**src/rtl/ifetch_queue_if.sv**
```systemverilog
// Fetch-stage bundle: redirect input, instruction-memory request/response
// channel and the decode handshake.
interface ifetch_queue_if;
    logic        redirect_valid;
    logic [31:0] redirect_pc;
    logic        imem_req_valid;
    logic        imem_req_ready;
    logic [31:0] imem_req_addr;
    logic        imem_rsp_valid;
    logic [31:0] imem_rsp_data;
    logic        dec_valid;
    logic        dec_ready;
    logic [31:0] dec_pc;
    logic [31:0] dec_instr;

    modport master (
        input  redirect_valid, redirect_pc, imem_req_ready,
        input  imem_rsp_valid, imem_rsp_data, dec_ready,
        output imem_req_valid, imem_req_addr, dec_valid, dec_pc, dec_instr
    );

    modport slave (
        output redirect_valid, redirect_pc, imem_req_ready,
        output imem_rsp_valid, imem_rsp_data, dec_ready,
        input  imem_req_valid, imem_req_addr, dec_valid, dec_pc, dec_instr
    );
endinterface

```
**src/rtl/ifetch_queue.sv**
```systemverilog
// Instruction-fetch queue: credit-limited pipelined fetch into a small
// {pc, instr} FIFO, with redirect flush and stale-response dropping.
module ifetch_queue #(
    parameter logic [31:0] RESET_PC = 32'h0000_0000,
    parameter int unsigned DEPTH    = 4
) (
    input  logic           clk,
    input  logic           reset,
    ifetch_queue_if.master bus
);
    localparam int unsigned AW = (DEPTH > 1) ? $clog2(DEPTH) : 1;
    localparam int unsigned CW = $clog2(DEPTH + 1);
    localparam int unsigned SW = CW + 1;

    logic [31:0]   fetch_pc;
    logic [31:0]   rsp_pc;
    logic [CW-1:0] outstanding;
    logic [CW-1:0] drop_cnt;
    logic [CW-1:0] count;
    logic [AW-1:0] rd_ptr;
    logic [AW-1:0] wr_ptr;
    logic [31:0]   pc_mem    [DEPTH];
    logic [31:0]   instr_mem [DEPTH];

    logic [SW-1:0] credits_used;
    logic          credit_ok;
    logic          req_fire;
    logic          rsp_drop;
    logic          push;
    logic          pop;
    logic [CW-1:0] outstanding_next;
    logic [31:0]   redirect_target;

    always_comb begin
        credits_used    = SW'(outstanding) + SW'(count);
        credit_ok       = credits_used < SW'(DEPTH);
        redirect_target = bus.redirect_pc & ~32'h0000_0003;
        req_fire        = bus.imem_req_valid && bus.imem_req_ready;
        // A response landing in a redirect cycle is stale even if drop_cnt is 0.
        rsp_drop        = bus.imem_rsp_valid && (bus.redirect_valid || (drop_cnt != '0));
        push            = bus.imem_rsp_valid && !rsp_drop;
        pop             = bus.dec_valid && bus.dec_ready;

        outstanding_next = outstanding;
        case ({req_fire, bus.imem_rsp_valid})
            2'b10:   outstanding_next = outstanding + CW'(1);
            2'b01:   outstanding_next = outstanding - CW'(1);
            default: outstanding_next = outstanding;
        endcase
    end

    assign bus.imem_req_valid = reset && credit_ok && !bus.redirect_valid;
    assign bus.imem_req_addr  = fetch_pc;
    assign bus.dec_valid      = (count != '0);
    assign bus.dec_pc         = bus.dec_valid ? pc_mem[rd_ptr]    : '0;
    assign bus.dec_instr      = bus.dec_valid ? instr_mem[rd_ptr] : '0;

    always_ff @(posedge clk or negedge reset) begin
        if (!reset) begin
            fetch_pc    <= RESET_PC;
            rsp_pc      <= RESET_PC;
            outstanding <= '0;
            drop_cnt    <= '0;
            count       <= '0;
            rd_ptr      <= '0;
            wr_ptr      <= '0;
        end else begin
            outstanding <= outstanding_next;
            if (bus.redirect_valid) begin
                // Everything still in flight after this edge belongs to the old path.
                fetch_pc <= redirect_target;
                rsp_pc   <= redirect_target;
                drop_cnt <= outstanding_next;
                count    <= '0;
                rd_ptr   <= '0;
                wr_ptr   <= '0;
            end else begin
                if (req_fire) begin
                    fetch_pc <= fetch_pc + 32'd4;
                end
                if (rsp_drop) begin
                    drop_cnt <= drop_cnt - CW'(1);
                end
                if (push) begin
                    rsp_pc <= rsp_pc + 32'd4;
                    wr_ptr <= wr_ptr + AW'(1);
                end
                if (pop) begin
                    rd_ptr <= rd_ptr + AW'(1);
                end
                if (push && !pop) begin
                    count <= count + CW'(1);
                end else if (pop && !push) begin
                    count <= count - CW'(1);
                end
            end
        end
    end

    always_ff @(posedge clk) begin
        if (push) begin
            pc_mem[wr_ptr]    <= rsp_pc;
            instr_mem[wr_ptr] <= bus.imem_rsp_data;
        end
    end
endmodule

```
**src/flat_wrapper.sv**
```systemverilog
// flat-port wrapper written by rule: the top's interface ports become plain ports
module ifetch_queue_flat 
#(
    parameter logic [31:0] RESET_PC = 32'h0000_0000,
    parameter int unsigned DEPTH    = 4
)
  (clk, reset, bus_redirect_valid, bus_redirect_pc, bus_imem_req_ready, bus_imem_rsp_valid, bus_imem_rsp_data, bus_dec_ready, bus_imem_req_valid, bus_imem_req_addr, bus_dec_valid, bus_dec_pc, bus_dec_instr);
  ifetch_queue_if bus_i ();
  input  logic clk;
  input  logic reset;
  input wire logic [$bits(bus_i.redirect_valid)-1:0] bus_redirect_valid;
  input wire logic [$bits(bus_i.redirect_pc)-1:0] bus_redirect_pc;
  input wire logic [$bits(bus_i.imem_req_ready)-1:0] bus_imem_req_ready;
  input wire logic [$bits(bus_i.imem_rsp_valid)-1:0] bus_imem_rsp_valid;
  input wire logic [$bits(bus_i.imem_rsp_data)-1:0] bus_imem_rsp_data;
  input wire logic [$bits(bus_i.dec_ready)-1:0] bus_dec_ready;
  output wire logic [$bits(bus_i.imem_req_valid)-1:0] bus_imem_req_valid;
  output wire logic [$bits(bus_i.imem_req_addr)-1:0] bus_imem_req_addr;
  output wire logic [$bits(bus_i.dec_valid)-1:0] bus_dec_valid;
  output wire logic [$bits(bus_i.dec_pc)-1:0] bus_dec_pc;
  output wire logic [$bits(bus_i.dec_instr)-1:0] bus_dec_instr;
  assign bus_i.redirect_valid = bus_redirect_valid;
  assign bus_i.redirect_pc = bus_redirect_pc;
  assign bus_i.imem_req_ready = bus_imem_req_ready;
  assign bus_i.imem_rsp_valid = bus_imem_rsp_valid;
  assign bus_i.imem_rsp_data = bus_imem_rsp_data;
  assign bus_i.dec_ready = bus_dec_ready;
  assign bus_imem_req_valid = bus_i.imem_req_valid;
  assign bus_imem_req_addr = bus_i.imem_req_addr;
  assign bus_dec_valid = bus_i.dec_valid;
  assign bus_dec_pc = bus_i.dec_pc;
  assign bus_dec_instr = bus_i.dec_instr;
  ifetch_queue #(.RESET_PC(RESET_PC), .DEPTH(DEPTH)) u_core (.clk(clk), .reset(reset), .bus(bus_i));
endmodule
```
**config.mk**
```make
export PLATFORM = sky130hd
export DESIGN_NAME = ifetch_queue_flat
export DESIGN_NICKNAME = d
export VERILOG_FILES = /design/src/rtl/ifetch_queue_if.sv /design/src/rtl/ifetch_queue.sv /design/src/flat_wrapper.sv
export SDC_FILE = /design/constraint.sdc
export NUM_CORES = 1
export LEC_CHECK = 0
export ABC_AREA = 1
export CORE_MARGIN = 5
export CORE_UTILIZATION = 30
export CTS_CLUSTER_SIZE = 20
export DETAILED_ROUTE_END_ITERATION = 16
export HOLD_SLACK_MARGIN = 0.08
export MAX_ROUTING_LAYER = met4
export PLACE_DENSITY = 0.45
export REMOVE_ABC_BUFFERS = 1
export SETUP_SLACK_MARGIN = 0.15
export SLEW_MARGIN = 10
export SYNTH_ARGS = -nofsm -noshare
export SYNTH_HDL_FRONTEND = slang
export SYNTH_SLANG_ARGS = --single-unit
```
**constraint.sdc**
```tcl
create_clock -name clk -period 8.1 [get_ports clk]
set_input_delay 0.81 -clock clk [delete_from_list [all_inputs] [get_ports clk]]
set_output_delay 0.81 -clock clk [all_outputs]
set_load 0.02 [all_outputs]
```
==> impl_results.md <==
* Final design utilization at between 30 and 40%
* Critical path cell sequence: clkinv_2, buf_4, o21ai_0, a21oi_1, clkdlybuf4s50_1
* Clk buf depth at 3
* Min-Delay Path Class: in -> async
* Fin. max-slew vios at 0
* Largest area contributor in the netlist: edfxtp_1
* Largest net degree at the start of global routing at 94
* Hpwl dp at 25040 um
* Antenna Nets Post-Route at 0
* Top cells by area, synth: edfxtp_1 50%, dfrtp_1 12%, nor2_1 8.4%, nand2_1 7.0%, o21ai_0 5.1%
* Netlist Area Pre-Place at roughly 0.015 mm2
* CTS tree: yes
* Clk pin slew, worst setup/hold paths at 0.06 ns
* ANT cells at 0
* Critical path arrival at ~3.7 ns
* Endpoints failing hold at 0
* Synth-to-layout area growth at 23.09%
* Row cnt at 81
* Max Fclk at 223.2 MHz
* Setup Fix Bufs, Post-CTS at 0
* Synth Area in XOR/XNOR at 1.423%
* Post-cts resize count at 0
* Compound-cell area share of the yosys netlist at 8.655%
* GRT overflow at 0
* Hold_buf cts at 0
* Routed WL at 41420 um
* Clk pwr share at 31.3%
* CTS root buffer: clkbuf_16
* Seq cells post-synth at ~320
* GRT Util Overall at 15.65%
* Worst vdd ir at 0.0001503 V
* Placer Congestion at 0.8705
* Worst reg2reg path depth at 7
* Count leader, synth: nor2_1
* Worst-Margin Slew at 1.164 ns
* Post-Synth Simple-Gate Area at 21.10%
* Layout cells sized above 1 at between 6 and 7%
* Final Cell Area at around 0.018 mm2
* Detailed Route Iter0 Violations at 677
* Skew final at 0.02087 ns
* Yosys warnings at 0
* Clock sinks at 321
* Cell Area, Placed at approximately 0.017 mm2
* Crit path capture type: output port
* Net Sw Frac at about a third
* Clk_lat worst skew at approximately 0.54 ns
* Mux cell area share after synthesis at 0%
* Final WS setup at 3.619 ns
* Sequential cell area fraction in the yosys report at roughly 63%
* Mapped Avg Cell Area at approximately 9.8 um2
* Setup TNS at 0 ns
* RSZ-0062 raised after global routing: false
* Combinational power share at 30.1%
* Worst reg2reg setup slack at 4.64 ns
* # setup viols final at 0
* Unique masters post-synth at 38
* Worst EP required at 7.29 ns
* Leakage power at 6.669 nW
* Initial cell density of the core at between 30% and 40%
* Setup CP Type: reg -> out
* First-pass GRT wire length at 63380 um
* Cell count after synthesis at 1506
* Period utilization at between 50% and 60%
* Synth top cells by count: 332 x nor2_1, 275 x nand2_1, 248 x edfxtp_1
* Largest family of logic cells by synthesized area: simple AND/OR/NAND/NOR gates
* Pre-CTS WS at 3.746 ns
* Post-synth ARST share at roughly 23%
* Vias per cell at 4.648
* EDFF count, synth at 248
* Crit path launch type: flip-flop
* TritonRoute pass-1 iters at 5
* Vias in the first global route at approximately 11000
* Die area at 0.05378 mm2
* Routed wire per std cell at 17.66 um
* Sequential share of power at 38.7%
* CP Max Fanout at 93
* Via count at 10900
* Port Buffers at approximately 160
* CP max stage delay at about 0.81 ns
* DRC viols at 0
* Dominant synthesized flop cell: edfxtp_1
* Core box area at 0.04885 mm2
* Synth top area share at 50.41%
* Total power at 5.359 mW
* Synth Area in Adders at 1.203%
* Tmin final at between 4 and 5 ns
* Maxcap violations at 0
* FILL cells at 4964
* Initial antenna violation count at 1
* Internal at 3.543 mW
* Pwr dens at between 200 and 300 mW/mm2
* Status: finished, final reports clean
* Rel. slew slack at 22.38%
* Crit-path slowest cell: buf_4
* # nets final at around 1700
* CTS buffer count at 38
* Switch Pwr at 1.816 mW
* Htree depth at 2
* DIE WIDTH at ~230 um
* Die Height at 231.9 um
* Ports at 168
==> power by group through the flow <==
stage               logic (mW)  registers (mW)  clock network (mW)
global placement          1.64            2.10                   0
floorplan                0.829            2.11                   0
global route              1.77            2.09                1.79
detailed placement        1.64            2.11                   0
finish                    1.61            2.07                1.68
CTS                       1.65            2.07                1.73
==> final cells by class <==
class	count	area, um2	area share [%]
clock buffer	49	1013	5.573
tap	664	830.8	4.568
timing repair buffer	173	1699	9.343
clock inverter	19	195.2	1.073
multi-input combinational	1030	4830	26.56
sequential	321	9279	51.02
inverter	89	339.1	1.864
==> worst max-delay path, delay by kind of cell (launching register included) <==
kind,cells,cell delay [ns]
buffers and inverters,3,1.89
AO/OA/AOI/OAI,2,0.55
flip-flops,1,0.66
==> cells in the final DEF (no fill, tap or decap), types with 9 or more instances in the layout <==
master           count
nand3_1             87
inv_1               82
a21oi_1             69
nor2_1             328
nand3b_1            13
xor2_1              15
ha_1                11
xnor2_1              9
nand2_1            275
edfxtp_1           248
o211ai_1            12
nor2_2              13
dfrtp_1             71
clkdlybuf4s50_1    160
nor2_4               9
buf_4               13
o21ai_0            150
clkbuf_16           39
clkbuf_1            10
==> logic make-up (layout without fill, tap and decap cells) <==
kind of cell,Yosys count,count (layout)
AND/OR/NAND/NOR,746,746
flip-flops,321,321
XOR/XNOR,24,24
adder cells (fa/ha/maj),13,13
other,1,4
buffers and inverters,158,330
AO/OA/AOI/OAI,243,243
==> state kept, by name (all words and copies together) (netlist names) <==
register	flops
u_core.bus.imem_req_addr	30
u_core.count	3
u_core.drop_cnt	3
u_core.instr_mem	128
u_core.outstanding	3
u_core.pc_mem	120
u_core.rd_ptr	2
u_core.rsp_pc	30
u_core.wr_ptr	2
==> worst paths after layout <==
check,endpoint,start
min reg2reg,u_core.outstanding[2],u_core.outstanding[2]
max in group asynchronous,u_core.rd_ptr[0],reset
min in group clk,u_core.outstanding[2],u_core.outstanding[2]
max reg2reg,u_core.pc_mem[3][15],u_core.drop_cnt[0]
max,bus_dec_pc[26],u_core.rd_ptr[0]
min,u_core.bus.imem_req_addr[27],reset
==> layer usage <==
metal | share of wire [%] | wire [um] | track usage (%) | vias up
met5 | 0 | 0 | - | -
met4 | 2.0 | 848 | 4.394 | 0
met1 | 48 | 19750 | 21.56 | 5212
met2 | 46 | 19030 | 24.27 | 267
met3 | 4.3 | 1798 | 2.384 | 56
li1 | - | - | - | 5364
==> stage by stage <==
stage,hold WS (ns),std cells
after global routing,0.2625,2345
after CTS,0.2242,2345
after floorplan,0.4702,1440
after detailed placement,0.5060,2277
after global placement,0.4939,2277
final,0.2425,2345
Note: power is estimated with default switching activity, not from simulation.
==> RTL change 1 (config.mk and constraints unchanged) <==
`DEPTH` is set to 4 in 2 places; all go to 2.
--- a/src/rtl/ifetch_queue.sv
+++ b/src/rtl/ifetch_queue.sv
@@ -2,7 +2,7 @@
 // {pc, instr} FIFO, with redirect flush and stale-response dropping.
 module ifetch_queue #(
     parameter logic [31:0] RESET_PC = 32'h0000_0000,
-    parameter int unsigned DEPTH    = 4
+    parameter int unsigned DEPTH    = 2
 ) (
     input  logic           clk,
     input  logic           reset,
--- a/src/flat_wrapper.sv
+++ b/src/flat_wrapper.sv
@@ -2,7 +2,7 @@
 module ifetch_queue_flat 
 #(
     parameter logic [31:0] RESET_PC = 32'h0000_0000,
-    parameter int unsigned DEPTH    = 4
+    parameter int unsigned DEPTH    = 2
 )
   (clk, reset, bus_redirect_valid, bus_redirect_pc, bus_imem_req_ready, bus_imem_rsp_valid, bus_imem_rsp_data, bus_dec_ready, bus_imem_req_valid, bus_imem_req_addr, bus_dec_valid, bus_dec_pc, bus_dec_instr);
   ifetch_queue_if bus_i ();
Behaviour: not the same (a bounded check fails within 4 cycles, from zero or initial values and one cycle with reset low).
==> RTL change 1 against the unedited design <==
Sequential cell count shrank 129. Synthesized area fell by 37%. Core utilization grew 1.5 points. Global-route usage decreased by 0.17 points. Final area decreased by 34%. Fmax increased by 14%. Setup slack gained 0.55 ns. Wire length shrank 36%. Clock skew decreased by 0.0048 ns. First-iteration DRC count is 34% lower. Register-to-register slack improved by 0.68 ns. Clock power shrank 51%. Total power fell by 38%.
==> RTL change 1: results <==
cells_and_area:
  top_regs: "u_core.instr_mem (64), u_core.pc_mem (60)"
  diodes: 0
  drive_gt1_share_pct: 8.187
  nets: 1260
  fill_cells: 3141
power:
  p_leak_uw: 0.004577
  vdd_ir_drop_max_v: 0.0001502
timing:
  fin_skew_ns: 0.01608
  worst_pin_slew_ns: 0.9418
logic_synthesis:
  synth_top_cells_by_count: "325 x nand2_1, 124 x edfxtp_1, 101 x a21oi_1"
  synth.distinct_cells: 44
  synthArstFlopShare_pct: 35.42
  synthTopCellsByArea: "edfxtp_1 40%, dfrtp_1 18%, nand2_1 13%, a21oi_1 5.4%, nand3_1 4.8%"
  syn_avg_cell_area_um2: 9.066
  seq_area_frac_synth_pct: 57.88
  synth_enable_flop_cells: 124
grt:
  grt_use_total_pct: 15.49
  antenna_found_initial: 0
  first_global_vias: 7171
  grt_pass1_wl_um: 41690
  grt_max_degree: 68
drt:
  vias: 7398
  wire_per_inst_um: 16.67
  wl_um: 26560
  drt_iter0_drc: 448
  first_pass_iters: 5
worst_setup_path:
  critical_path.startpoint: "u_core.rd_ptr"
  crit_arrival_ns: 3.12
  startpoint_type: "register"
  path_max_fanout: 63
placement:
  dp.cells: 1562
  gp_congestion: 0.8151
  hpwl_um: 17810
cts:
  h-tree-depth: 4
  clock_latency_ns: 0.44
  path_clk_slew_ns: 0.08
  cts_buffers: 17
  clock_path_buffers: 2
  ctsResizeCount: 0
status:
  status: "complete, no violations"
[RTL change 1: changes by cell type after synthesis, moves of 17 or more]
cell and delta:
nand2_1 +50, o21ai_0 -130, a21oi_1 +32, inv_1 -17
edfxtp_1 -124, nor2_1 -247
[RTL change 1: path summary, 6_finish.rpt]
| check | end | slack [ns] | cells after the start |
|---|---|---|---|
| setup / recovery | bus_dec_pc[11] | 4.17 | 6 |
| hold / removal | u_core.bus.imem_req_addr[3] | 0.15 | 1 |
| setup reg to reg | u_core.pc_mem[0][20] | 5.32 | 8 |
| hold reg to reg | u_core.outstanding[1] | 0.54 | 1 |
| max in group asynchronous | u_core.rd_ptr | 6.79 | 2 |
| min in group clk | u_core.outstanding[1] | 0.54 | 1 |
[RTL change 1: cell families (layout without fill, tap and decap cells)]
family / Yosys count / after routing / share of synthesized area (%)
AO/OA/AOI/OAI: 150 / 150 / 8.623
XOR/XNOR: 7 / 7 / 0.6540
adder cells (fa/ha/maj): 5 / 5 / 0.7475
buffers and inverters: 117 / 277 / 5.406
flip-flops: 192 / 192 / 57.88
other: 1 / 4 / 0.04000
AND/OR/NAND/NOR: 562 / 562 / 26.66
[RTL change 1: critical path: stages, from the launching register on]
cell and delay, ns:
dfrtp_2 0.39, buf_4 0.35, inv_2 0.40, buf_4 0.54, nand2_1 0.10, a21oi_1 0.23, clkdlybuf4s50_1 0.66
[RTL change 1: routing by layer]
layer	up-vias	share of wire [%]	global-route usage, %
met3	17	3.7	2.859
met4	0	0.99	3.271
met2	181	45	23.84
met5	-	0	-
met1	3442	50	21.56
li1	3758	-	-
[RTL change 1: where the power goes]
part | leakage, µW | internal (µW) | total, µW | switching, µW
logic | 0.00235 | 464 | 1180 | 719
registers | 0.00195 | 1180 | 1310 | 122
clock network | 0.000278 | 410 | 822 | 412
total | 0.00458 | 2060 | 3310 | 1250
[RTL change 1: area by class of cell]
type	instances	share of cell area (%)
multi-input combinational	728	29.09
tap	396	4.156
sequential	192	45.51
clock inverter	14	1.228
timing repair buffer	171	14.08
inverter	75	2.361
clock buffer	17	3.568
[RTL change 1: metrics by stage]
stage / util, % / power, µW / worst slack (ns) / hold slack [ns] / area [µm²]
after floorplan: - / 1940 / 3.451 / 0.4641 / 9160
after global placement: 36.91 / 2525 / 4.434 / 0.5135 / 11350
after detailed placement: 36.91 / 2530 / 4.438 / 0.5242 / 11350
after CTS: 38.77 / 3365 / 4.039 / 0.1385 / 11920
after global routing: 38.77 / 3503 / 3.953 / 0.1316 / 11920
final: 38.77 / 3312 / 4.173 / 0.1534 / 11920
==> RTL change 2 (same flow settings) <==
Without the edit above. Reset style: synchronous (`reset`), changed in one clocked block.
--- a/src/rtl/ifetch_queue.sv
+++ b/src/rtl/ifetch_queue.sv
@@ -55,7 +55,7 @@
     assign bus.dec_pc         = bus.dec_valid ? pc_mem[rd_ptr]    : '0;
     assign bus.dec_instr      = bus.dec_valid ? instr_mem[rd_ptr] : '0;
 
-    always_ff @(posedge clk or negedge reset) begin
+    always_ff @(posedge clk) begin
         if (!reset) begin
             fetch_pc    <= RESET_PC;
             rsp_pc      <= RESET_PC;
Behaviour: differs if reset is asserted again (counterexample within 4 cycles, from zero or initial values and one cycle with reset low); with reset held inactive, the same outputs for 4 cycles.
==> RTL change 2 against the unedited design <==
Synthesized cell count up 2.3%. Final area down 2.3%. Clock skew down 0.010 ns. Synthesized area down 2.7%. Hold slack better by 0.22 ns. Wire length down 2.2%. Sequential cell count up 2. Setup slack worse by 0.079 ns.
Power is not compared: it rests on default switching activity, and its combinational part moved more than twofold at a synthesized area within 25%.
==> RTL change 2: results <==
drt:
  viasPerCell: 4.692
  wire_per_inst_um: 17.41
  met3_length_um: 1958
  wl_um: 40500
  wl_met1_um: 19350
worst_setup_path:
  cp-endpoint: "bus_imem_req_valid"
  path_max_fanout: 50
  critPathMaxStageDelay_ns: 0.71
  critical_path.startpoint: "reset"
  crit_arrival_ns: 3.75
  worstReg2RegEnd: "u_core.count[2]"
  r2r_cells: 13
grt:
  grt_use_total_pct: 15.52
  grt.met3_usage_pct: 2.696
  first_global_vias: 10660
  grtUsageMet1_pct: 21.33
  grt_max_degree: 99
  use_met2_pct: 23.85
  antenna_found_initial: 0
timing:
  fin_crit_sh_pct: 56.29
  relSlewSlack_pct: 26.85
  fin_skew_ns: 0.01039
  whs_ns: 0.4615
logic_synthesis:
  synthTopCellsByArea: "edfxtp_1 52%, dfxtp_1 10%, nor2_1 9.5%, nand2_1 6.1%, o21ai_0 6.0%"
  seq_area_frac_synth_pct: 62.27
  netlist_instances: 1540
  synth-main-ff-cell: "edfxtp_1"
  synth_top_cells_by_count: "362 x nor2_1, 248 x edfxtp_1, 233 x nand2_1"
  synthArstFlopShare_pct: 0
  synth.distinct_cells: 37
placement:
  hpwl_um: 24280
  pre_cts_ws_ns: 3.391
  placed_cell_area_um2: 16570
status:
  status: "complete, no violations"
worst_hold_path:
  hold_path_class: "reg2reg"
cells_and_area:
  drive_gt1_share_pct: 4.498
power:
  p_total_uw: 4011
RTL change 2: cell families (layout without fill, tap and decap cells):
logic type | after synthesis | count (layout) | share of synthesized area, %
other | 1 | 4 | 0.02609
adders and majority gates | 14 | 14 | 1.323
DFF | 323 | 323 | 62.27
buffers and inverters | 182 | 351 | 5.076
AOI/OAI and AO/OA | 312 | 312 | 11.14
and+or+nand+nor | 695 | 695 | 19.37
xor gates and xnor gates | 13 | 13 | 0.7923
RTL change 2: worst max-delay path: cells and delay by family:
family	cells	cell delay (ns)
and+or+nand+nor	3	1.08
buffers and inverters	3	1.84
RTL change 2: final cells by class:
| cell class | count | area (µm²) |
|---|---|---|
| fillers | 4789 | 29780 |
| clock buffers | 59 | 1124 |
| repair buffers | 171 | 1687 |
| well taps | 615 | 769.5 |
| multi-input cells | 1038 | 4741 |
| clock inverters | 10 | 67.56 |
| inverters | 111 | 419.2 |
| flip-flops and latches | 323 | 8954 |
